File: src/rtl/multicycle_ctrl.sv
// multicycle_ctrl
//   Sequencing controller for a multi-cycle MIPS-subset datapath. It steps each
//   instruction through FETCH/DECODE/EXEC/MEM/WB and drives the datapath
//   enables and mux selects. Both memories are handshaked. The controller
//   stops at an instruction boundary when start_i drops. It counts retired
//   instructions and traps to HALT on an illegal opcode or a memory timeout.
//
// Ports
//   clk_i, rst_i         clock (rising edge), async active-low reset
//   start_i              run enable, sampled at instruction boundaries
//   op_i                 opcode from IR[31:26], valid from DECODE onward
//   zero_i               ALU zero flag (beq)
//   imem_ack_i/dmem_ack_i  memory acknowledges
//   imem_req_o, ir_we_o, pc_we_o, pc_src_o                    fetch / PC control
//   reg_we_o, reg_dst_o, mem_to_reg_o, alu_src_o, alu_op_o   datapath control
//   dmem_req_o, dmem_we_o                                     data memory control
//   busy_o, err_o, state_o, retired_o                         status
module multicycle_ctrl #(
  parameter int WAIT_MAX = 255,
  parameter int CNT_W    = 32
) (
  input  logic             clk_i,
  input  logic             rst_i,
  input  logic             start_i,
  input  logic [5:0]       op_i,
  input  logic             zero_i,
  input  logic             imem_ack_i,
  input  logic             dmem_ack_i,
  output logic             imem_req_o,
  output logic             ir_we_o,
  output logic             pc_we_o,
  output logic [1:0]       pc_src_o,
  output logic             reg_we_o,
  output logic             reg_dst_o,
  output logic             mem_to_reg_o,
  output logic             alu_src_o,
  output logic [1:0]       alu_op_o,
  output logic             dmem_req_o,
  output logic             dmem_we_o,
  output logic             busy_o,
  output logic             err_o,
  output logic [2:0]       state_o,
  output logic [CNT_W-1:0] retired_o
);

  typedef enum logic [2:0] {
    S_IDLE = 3'd0, S_FETCH = 3'd1, S_DECODE = 3'd2, S_EXEC = 3'd3,
    S_MEM  = 3'd4, S_WB    = 3'd5, S_HALT   = 3'd6
  } state_t;

  localparam logic [5:0] OP_R    = 6'b000000;
  localparam logic [5:0] OP_ADDI = 6'b001000;
  localparam logic [5:0] OP_LW   = 6'b100011;
  localparam logic [5:0] OP_SW   = 6'b101011;
  localparam logic [5:0] OP_BEQ  = 6'b000100;
  localparam logic [5:0] OP_J    = 6'b000010;

  // The trap fires on the cycle whose missed ack would bring the count to
  // WAIT_MAX, so an ack in that same cycle still wins.
  localparam logic [7:0] WAIT_LAST = 8'(WAIT_MAX - 1);

  state_t     state, state_nx;
  logic [7:0] wait_cnt;
  logic       boundary, trap, waiting;

  always_comb begin
    state_nx     = state;
    boundary     = 1'b0;
    trap         = 1'b0;
    waiting      = 1'b0;
    imem_req_o   = 1'b0;
    ir_we_o      = 1'b0;
    pc_we_o      = 1'b0;
    pc_src_o     = 2'b00;
    reg_we_o     = 1'b0;
    reg_dst_o    = 1'b0;
    mem_to_reg_o = 1'b0;
    alu_src_o    = 1'b0;
    alu_op_o     = 2'b00;
    dmem_req_o   = 1'b0;
    dmem_we_o    = 1'b0;
    case (state)
      S_IDLE: if (start_i) state_nx = S_FETCH;
      S_FETCH: begin
        imem_req_o = 1'b1;
        if (imem_ack_i) begin
          ir_we_o  = 1'b1;
          pc_we_o  = 1'b1;
          state_nx = S_DECODE;
        end else begin
          waiting = 1'b1;
          trap    = (wait_cnt == WAIT_LAST);
        end
      end
      S_DECODE: begin
        case (op_i)
          OP_J: begin
            pc_we_o  = 1'b1;
            pc_src_o = 2'b10;
            boundary = 1'b1;
          end
          OP_R, OP_ADDI, OP_LW, OP_SW, OP_BEQ: state_nx = S_EXEC;
          default: trap = 1'b1;
        endcase
      end
      S_EXEC: begin
        case (op_i)
          OP_R: begin
            alu_op_o = 2'b10;
            state_nx = S_WB;
          end
          OP_ADDI: begin
            alu_src_o = 1'b1;
            state_nx  = S_WB;
          end
          OP_LW, OP_SW: begin
            alu_src_o = 1'b1;
            state_nx  = S_MEM;
          end
          OP_BEQ: begin
            alu_op_o = 2'b01;
            pc_src_o = 2'b01;
            pc_we_o  = zero_i;
            boundary = 1'b1;
          end
          default: trap = 1'b1;  // opcode changed under us: treat as illegal
        endcase
      end
      S_MEM: begin
        dmem_req_o = 1'b1;
        alu_src_o  = 1'b1;  // keep the effective address stable
        dmem_we_o  = (op_i == OP_SW);
        if (dmem_ack_i) begin
          if (op_i == OP_LW) state_nx = S_WB;
          else               boundary = 1'b1;
        end else begin
          waiting = 1'b1;
          trap    = (wait_cnt == WAIT_LAST);
        end
      end
      S_WB: begin
        reg_we_o     = 1'b1;
        reg_dst_o    = (op_i == OP_R);
        mem_to_reg_o = (op_i == OP_LW);
        // ALU-side selects as in EXEC so the ALU result stays valid.
        if (op_i == OP_R) alu_op_o  = 2'b10;
        else              alu_src_o = 1'b1;
        boundary = 1'b1;
      end
      default: ;  // HALT: everything idle, left only by reset
    endcase
    if (boundary) state_nx = start_i ? S_FETCH : S_IDLE;
    if (trap)     state_nx = S_HALT;
  end

  assign busy_o  = (state != S_IDLE) && (state != S_HALT);
  assign state_o = state;

  always_ff @(posedge clk_i or negedge rst_i) begin
    if (!rst_i) begin
      state     <= S_IDLE;
      wait_cnt  <= '0;
      err_o     <= 1'b0;
      retired_o <= '0;
    end else begin
      state <= state_nx;
      if (state_nx != state) wait_cnt <= '0;
      else if (waiting)      wait_cnt <= wait_cnt + 8'd1;
      if (trap)     err_o     <= 1'b1;
      if (boundary) retired_o <= retired_o + CNT_W'(1);
    end
  end

endmodule

File: config.mk
export PLATFORM = sky130hd
export DESIGN_NAME = multicycle_ctrl
export DESIGN_NICKNAME = d
export VERILOG_FILES = /design/src/rtl/multicycle_ctrl.sv
export SDC_FILE = /design/constraint.sdc
export NUM_CORES = 1
export LEC_CHECK = 0
export ABC_AREA = 1
export CAP_MARGIN = 20
export CORE_MARGIN = 4
export CORE_UTILIZATION = 40
export CTS_CLUSTER_DIAMETER = 30
export CTS_CLUSTER_SIZE = 12
export DETAILED_ROUTE_END_ITERATION = 8
export PLACE_DENSITY = 0.65
export SYNTH_ARGS = -nofsm -noshare
export SYNTH_HDL_FRONTEND = slang
export SYNTH_SLANG_ARGS = --single-unit
File: constraint.sdc
create_clock -name clk_i -period 1.9 [get_ports clk_i]
set_input_delay 0.19 -clock clk_i [delete_from_list [all_inputs] [get_ports clk_i]]
set_output_delay 0.19 -clock clk_i [all_outputs]
set_load 0.005 [all_outputs]
# Word level (Yosys, flattened, before mapping)
# Index checks and enable logic that the tools add are counted.
# word_totals
input_bits	12
output_inout_bits	50
ff_bits	44
# classes
n_eq_ne	13
n_reduce_logical	10
n_addsub	2
muxes	44
# ops
operator	count
$add A32 B1 Y32 const B	1
$mux W1	23
$mux W3	7
$mux W8	2
$pmux W3 S5	1
$eq A6 B6 Y1 const B	2
$pmux W2 S2	3
$add A8 B1 Y8 const B	1
$eq A8 B8 Y1 const B	1
$pmux W1 S4	2
$eq A3 B2 Y1 const B	2
$eq A3 B3 Y1 const B	2
$eq A6 B2 Y1 const B	1
$eq A6 B3 Y1 const B	1
$eq A6 B4 Y1 const B	1
$logic_not A6 Y1	1
$pmux W1 S3	2
$pmux W3 S2	1
$reduce_or A6 Y1	1
$reduce_or A5 Y1	1
$mux W2	2
$reduce_or A2 Y1	2
$eq A3 B1 Y1 const B	1
$logic_not A3 Y1	1
7 further kinds	7

# Logic depth before layout (Yosys ltp)
# depth
word_depth	8
mapped_depth	15

# Least setup slack after synthesis
# Ideal clock, no wire load.
# synth_path
path_type	register to register
from	register state[0] (netlist: state_o[0])
to	register retired_o[13]
arrival_ps	1610
t_required_ps	1821
path_buffers	1
period_less_slack_ps	1689
path_stages_with_launch	12
slack_ps	211
cell_sequence	dfrtp_1 -> inv_1 -> nand2_1 -> nor2_1 -> nand4_1 -> nand2_2 -> nor2_4 -> buf_8 -> nor2_8 -> nand4_2 -> nor2_2 -> xor2_1
# synth_via
elab_chain_len	2
word_cells_on_any_way	5
cone_classes	4 x eq/ne; 1 x mux
# synth_lines
element	line	rtl
start, declared	62	state_t state, state_nx;
start signal, assigned	166	state <= state_nx;
$eq A3 B3 Y1 / $eq A3 B2 Y1 (equally long branches)	82	case (state)
$pmux W1 S4 *	82	
end signal, assigned	170	if (boundary) retired_o <= retired_o + CNT_W'(1);
end, declared	43	output logic [CNT_W-1:0] retired_o
# Every way passes the cells marked *; elsewhere a longest branch is shown, timed or not.
# A chain may end at the register's enable or synchronous reset.

# Worst setup path in the final report
# layout_path
from	register state[0] (netlist: state_o[0])
to	output pc_src_o[0]
# layout_via
elab_chain_len	2
word_cells_on_any_way	3
cone_classes	2 x eq/ne; 1 x mux
# layout_lines
element	line	rtl
$eq A3 B2 Y1	82	
$pmux W2 S2 *	82	
end, declared	32	output logic [1:0] pc_src_o,
# Marked as above.

==> results list <==
- In this run the power spent charging and discharging nets is 1560 uW.
- RSZ-0062 raised after global routing: true
* Final worst setup slack: -0.0702 ns
* Outcome: finished, violations left
- Dividing the detail-routed wire length by the instance count gives 13.5 um.
- Clock tree synthesis inserted a total of 5 buffers.
* Most common cell after layout, fill and taps aside: sky130_fd_sc_hd__nand2_1
* Final Hold Vio Count: 0
- Setup slack on the worst flop-to-flop path: -0.03 ns
- Entering global routing, the biggest net connects 27 pins.
- The routed design could run at a clock period as short as 1.97 ns.
* Placeable Area: 6870 um^2
- Die height: 92.5 um
* # nets final: 518
* Sequential share of power: 32.9%
- The Yosys step of the flow raised 0 warnings.
- Synthesized area: 2850 um^2
- Reg2Reg Capture Point: retired_o[13]$_DFFE_PN0P_
- The worst register-to-register path begins at state_o[0]$_DFF_PN0_.
* First-pass GRT wire length: 13.0 mm
* Detailed-placement wirelength estimate: 5.95 mm
- Derived from the worst setup path, the maximum achievable clock frequency is 0.508 GHz.
* Number of top-level pins: 62
* Total area of multi-input combinational cells: 1750 um^2
- The first detailed-routing pass took 4 iterations.
* Crit path max fanout: 6
- The layout has 632 filler cells.
- Setup violations remaining at the end of the flow were counted as 3.
* Violations in the final reports: negative setup slack
- Worst slew pin tran: 0.604 ns
* Top-area cell type share of the netlist area: 38.6%
- The final layout contains routed wiring with a total length of 8.08 mm.
* Initial core utilization: 41.5%
* GR Overflow Total: 0
- Fraction of final layout cells with drive strength greater than 1: 24.4%
- For this run, design rule violations remaining after detail routing come to 0.
- Timing analysis after detailed placement gives a worst setup slack of -0.263 ns.
- The top cell types in the final layout, fill and taps aside, are 104 x sky130_fd_sc_hd__nand2_1, 46 x sky130_fd_sc_hd__clkdlybuf4s50_1, 46 x sky130_fd_sc_hd__buf_4.
- WP data required: 1.71 ns
- Cell types with the largest area share after synthesis: sky130_fd_sc_hd__dfrtp_1 39%, sky130_fd_sc_hd__nand2_1 15%, sky130_fd_sc_hd__xor2_1 9.2%, sky130_fd_sc_hd__nor2_1 6.6%, sky130_fd_sc_hd__inv_1 5.0%
- Areal power density over the cells: 917 nW/um^2
- Port buffering added 61 buffers.
- Worst hold margin: 0.430 ns
- The area growth from synthesis to layout is 49.0%.
- Via total after detailed routing: 2929
- Maximum buffer depth of the clock tree: 2
* Clock-pin slew on the worst setup and hold paths: 0.09 ns
- Worst-Skew Late Latency: 0.30 ns
- The die covers 8550 um^2.
* Sequential area share after synthesis: 38.6%
* Post-DP Area: 3770 um^2
* Overall track demand over capacity in global routing: 18.5%
* Vias in the first global route: 2831
- Iter 0 DRT Violations: 179
- Finished layout cell area: 4250 um^2
* Number of antenna cells inserted: 0
- The min-delay analysis places its worst path in the category input port to asynchronous set/reset pin.
- The floorplan step set the die width to 92.5 um.
- Number of nets produced by synthesis: 406
* Total of max-cap violations: 0
- STA classifies the critical path endpoint as an output port.
* Cell accounting for the most synthesized area: sky130_fd_sc_hd__dfrtp_1
- Antenna violations before repair: 0
* CTS tree: done
- Dividing the detail-routed via count by the number of cells gives 4.88.
- Antenna-violating nets left: 0
- Internal power: 2340 uW
- Ratio of final minimum period to clock period: 104%
* Syn avg cell area: 7.30 um^2
- Seq. cell area: 1100 um^2
- In this run the static leakage power is 0.00206 uW.
- H-tree depth: 2
* Setup CP Type: flop to output port
* Part of the total power dissipated in combinational logic: 48.8%
- CP arrival: 1.78 ns
- CP startpoint kind: flop
* Number of sinks driven by the clock tree: 44
- Worst IR Drop VDD: 0.000481 V
- The clock network is responsible for 18.3% of the overall power.
* Buffer cell driving the clock tree root: sky130_fd_sc_hd__clkbuf_8
- Standard-cell rows: 30
- Counting distinct cell types in the post-synthesis netlist gives 30.
* Number of synthesized register bits: 44
- Clock Skews: 0.00819 ns
- The final-report max-slew violation count was 0.
* Switching power share of the total: 39.9%
- Synthesized instance count: 391
- In this run the tightest slew margin relative to its limit is 59.7%.
* Placer's final routability congestion estimate: 0.891
- Worst R2R Path Depth: 12
[how the worst max path moves through the flow]
stage               cells after the start  slack, ns            startpoint                         to
floorplan                              11       0.21  state_o[0]$_DFF_PN0_  retired_o[13]$_DFFE_PN0P_
global placement                       10      -0.21               op_i[1]  retired_o[13]$_DFFE_PN0P_
detailed placement                     10      -0.26               op_i[1]  retired_o[13]$_DFFE_PN0P_
CTS                                     6      -0.09  state_o[1]$_DFF_PN0_                pc_src_o[0]
global route                           12      -0.14  state_o[0]$_DFF_PN0_  retired_o[13]$_DFFE_PN0P_
finish                                  6      -0.07  state_o[0]$_DFF_PN0_                pc_src_o[0]
[area by class of cell]
type	count	area share [%]
clock inverters	2	0.824
inverters	43	3.97
clock buffers	6	1.71
well taps	96	2.82
repair buffers	111	23.6
flip-flops and latches	44	26.0
multi-input cells	298	41.1
[flip-flops by register name (all words and copies together) (netlist names)]
name       count
state_o        3
err_o          1
wait_cnt       8
retired_o     32
[routing by layer]
metal | part of all wire, % | global-route usage [%]
met1 | 48 | 26.0
met2 | 46 | 29.4
met3 | 4.8 | 3.57
met4 | 1.0 | 4.33
met5 | 0 | 0
[critical path: stages, from the launching register on]
cell                              delay, ns
sky130_fd_sc_hd__dfrtp_2               0.43
sky130_fd_sc_hd__nand2_1               0.09
sky130_fd_sc_hd__nor2_2                0.15
sky130_fd_sc_hd__inv_2                 0.09
sky130_fd_sc_hd__nor2_4                0.11
sky130_fd_sc_hd__buf_4                 0.11
sky130_fd_sc_hd__clkdlybuf4s50_1       0.49
[metrics by stage]
step | power (uW) | utilization [%] | instances | TNS [ns]
2_1_floorplan | 2040 | - | 391 | 0
3_3_place_gp | 2720 | 54.8 | 572 | -6.48
3_5_place_dp | 2750 | 54.8 | 572 | -8.40
4_1_cts | 3550 | 58.0 | 589 | -0.198
5_1_grt | 4160 | 61.9 | 600 | -1.41
6_report | 3900 | 61.9 | 600 | -0.114
[cells by family after synthesis]
| logic type | after synthesis | share of synthesized area, % |
|---|---|---|
| AND/OR/NAND/NOR | 234 | 36.7 |
| buffers and inverters | 49 | 7.01 |
| flip-flops | 44 | 38.6 |
| XOR/XNOR | 38 | 11.7 |
| AO/OA/AOI/OAI | 23 | 4.69 |
| adder cells (fa/ha/maj) | 3 | 1.32 |
[power by group through the flow]
stage	logic, uW	clock network, uW	registers (uW)
final	1900	714	1280
after global routing	2080	766	1310
after CTS	1550	725	1280
after detailed placement	1460	0	1290
after global placement	1430	0	1290
after floorplan	773	0	1270
[cell usage after synthesis]
library cell,instances
sky130_fd_sc_hd__o21ai_2,1
sky130_fd_sc_hd__inv_1,38
sky130_fd_sc_hd__nand4_1,13
sky130_fd_sc_hd__xnor2_1,8
sky130_fd_sc_hd__o21ai_4,1
sky130_fd_sc_hd__nor2_4,2
sky130_fd_sc_hd__a21oi_1,3
sky130_fd_sc_hd__nor2_1,50
sky130_fd_sc_hd__nand2_2,4
sky130_fd_sc_hd__nor3_1,16
sky130_fd_sc_hd__or2_2,1
sky130_fd_sc_hd__clkbuf_1,3
sky130_fd_sc_hd__buf_4,1
sky130_fd_sc_hd__nor3b_1,1
sky130_fd_sc_hd__buf_8,1
sky130_fd_sc_hd__nand3_1,17
sky130_fd_sc_hd__nand3_2,1
sky130_fd_sc_hd__nand4_2,1
sky130_fd_sc_hd__nand2_1,115
sky130_fd_sc_hd__nor2_2,5
sky130_fd_sc_hd__nor3_2,1
sky130_fd_sc_hd__inv_2,5
sky130_fd_sc_hd__dfrtp_1,44
sky130_fd_sc_hd__buf_2,1
sky130_fd_sc_hd__xor2_1,30
sky130_fd_sc_hd__nor2_8,1
sky130_fd_sc_hd__a211o_1,1
sky130_fd_sc_hd__nor4_1,6
sky130_fd_sc_hd__o21ai_0,17
sky130_fd_sc_hd__ha_1,3
[timing repair]
action                                  CTS  global route
endpoints found under the setup margin   27            38
setup buffers                             8            12
pin swaps                                 9            24
endpoints found under the hold margin    25             0
gates resized for setup                  28            57
hold buffers                              1             0
Power figures use the tool's default switching activity.
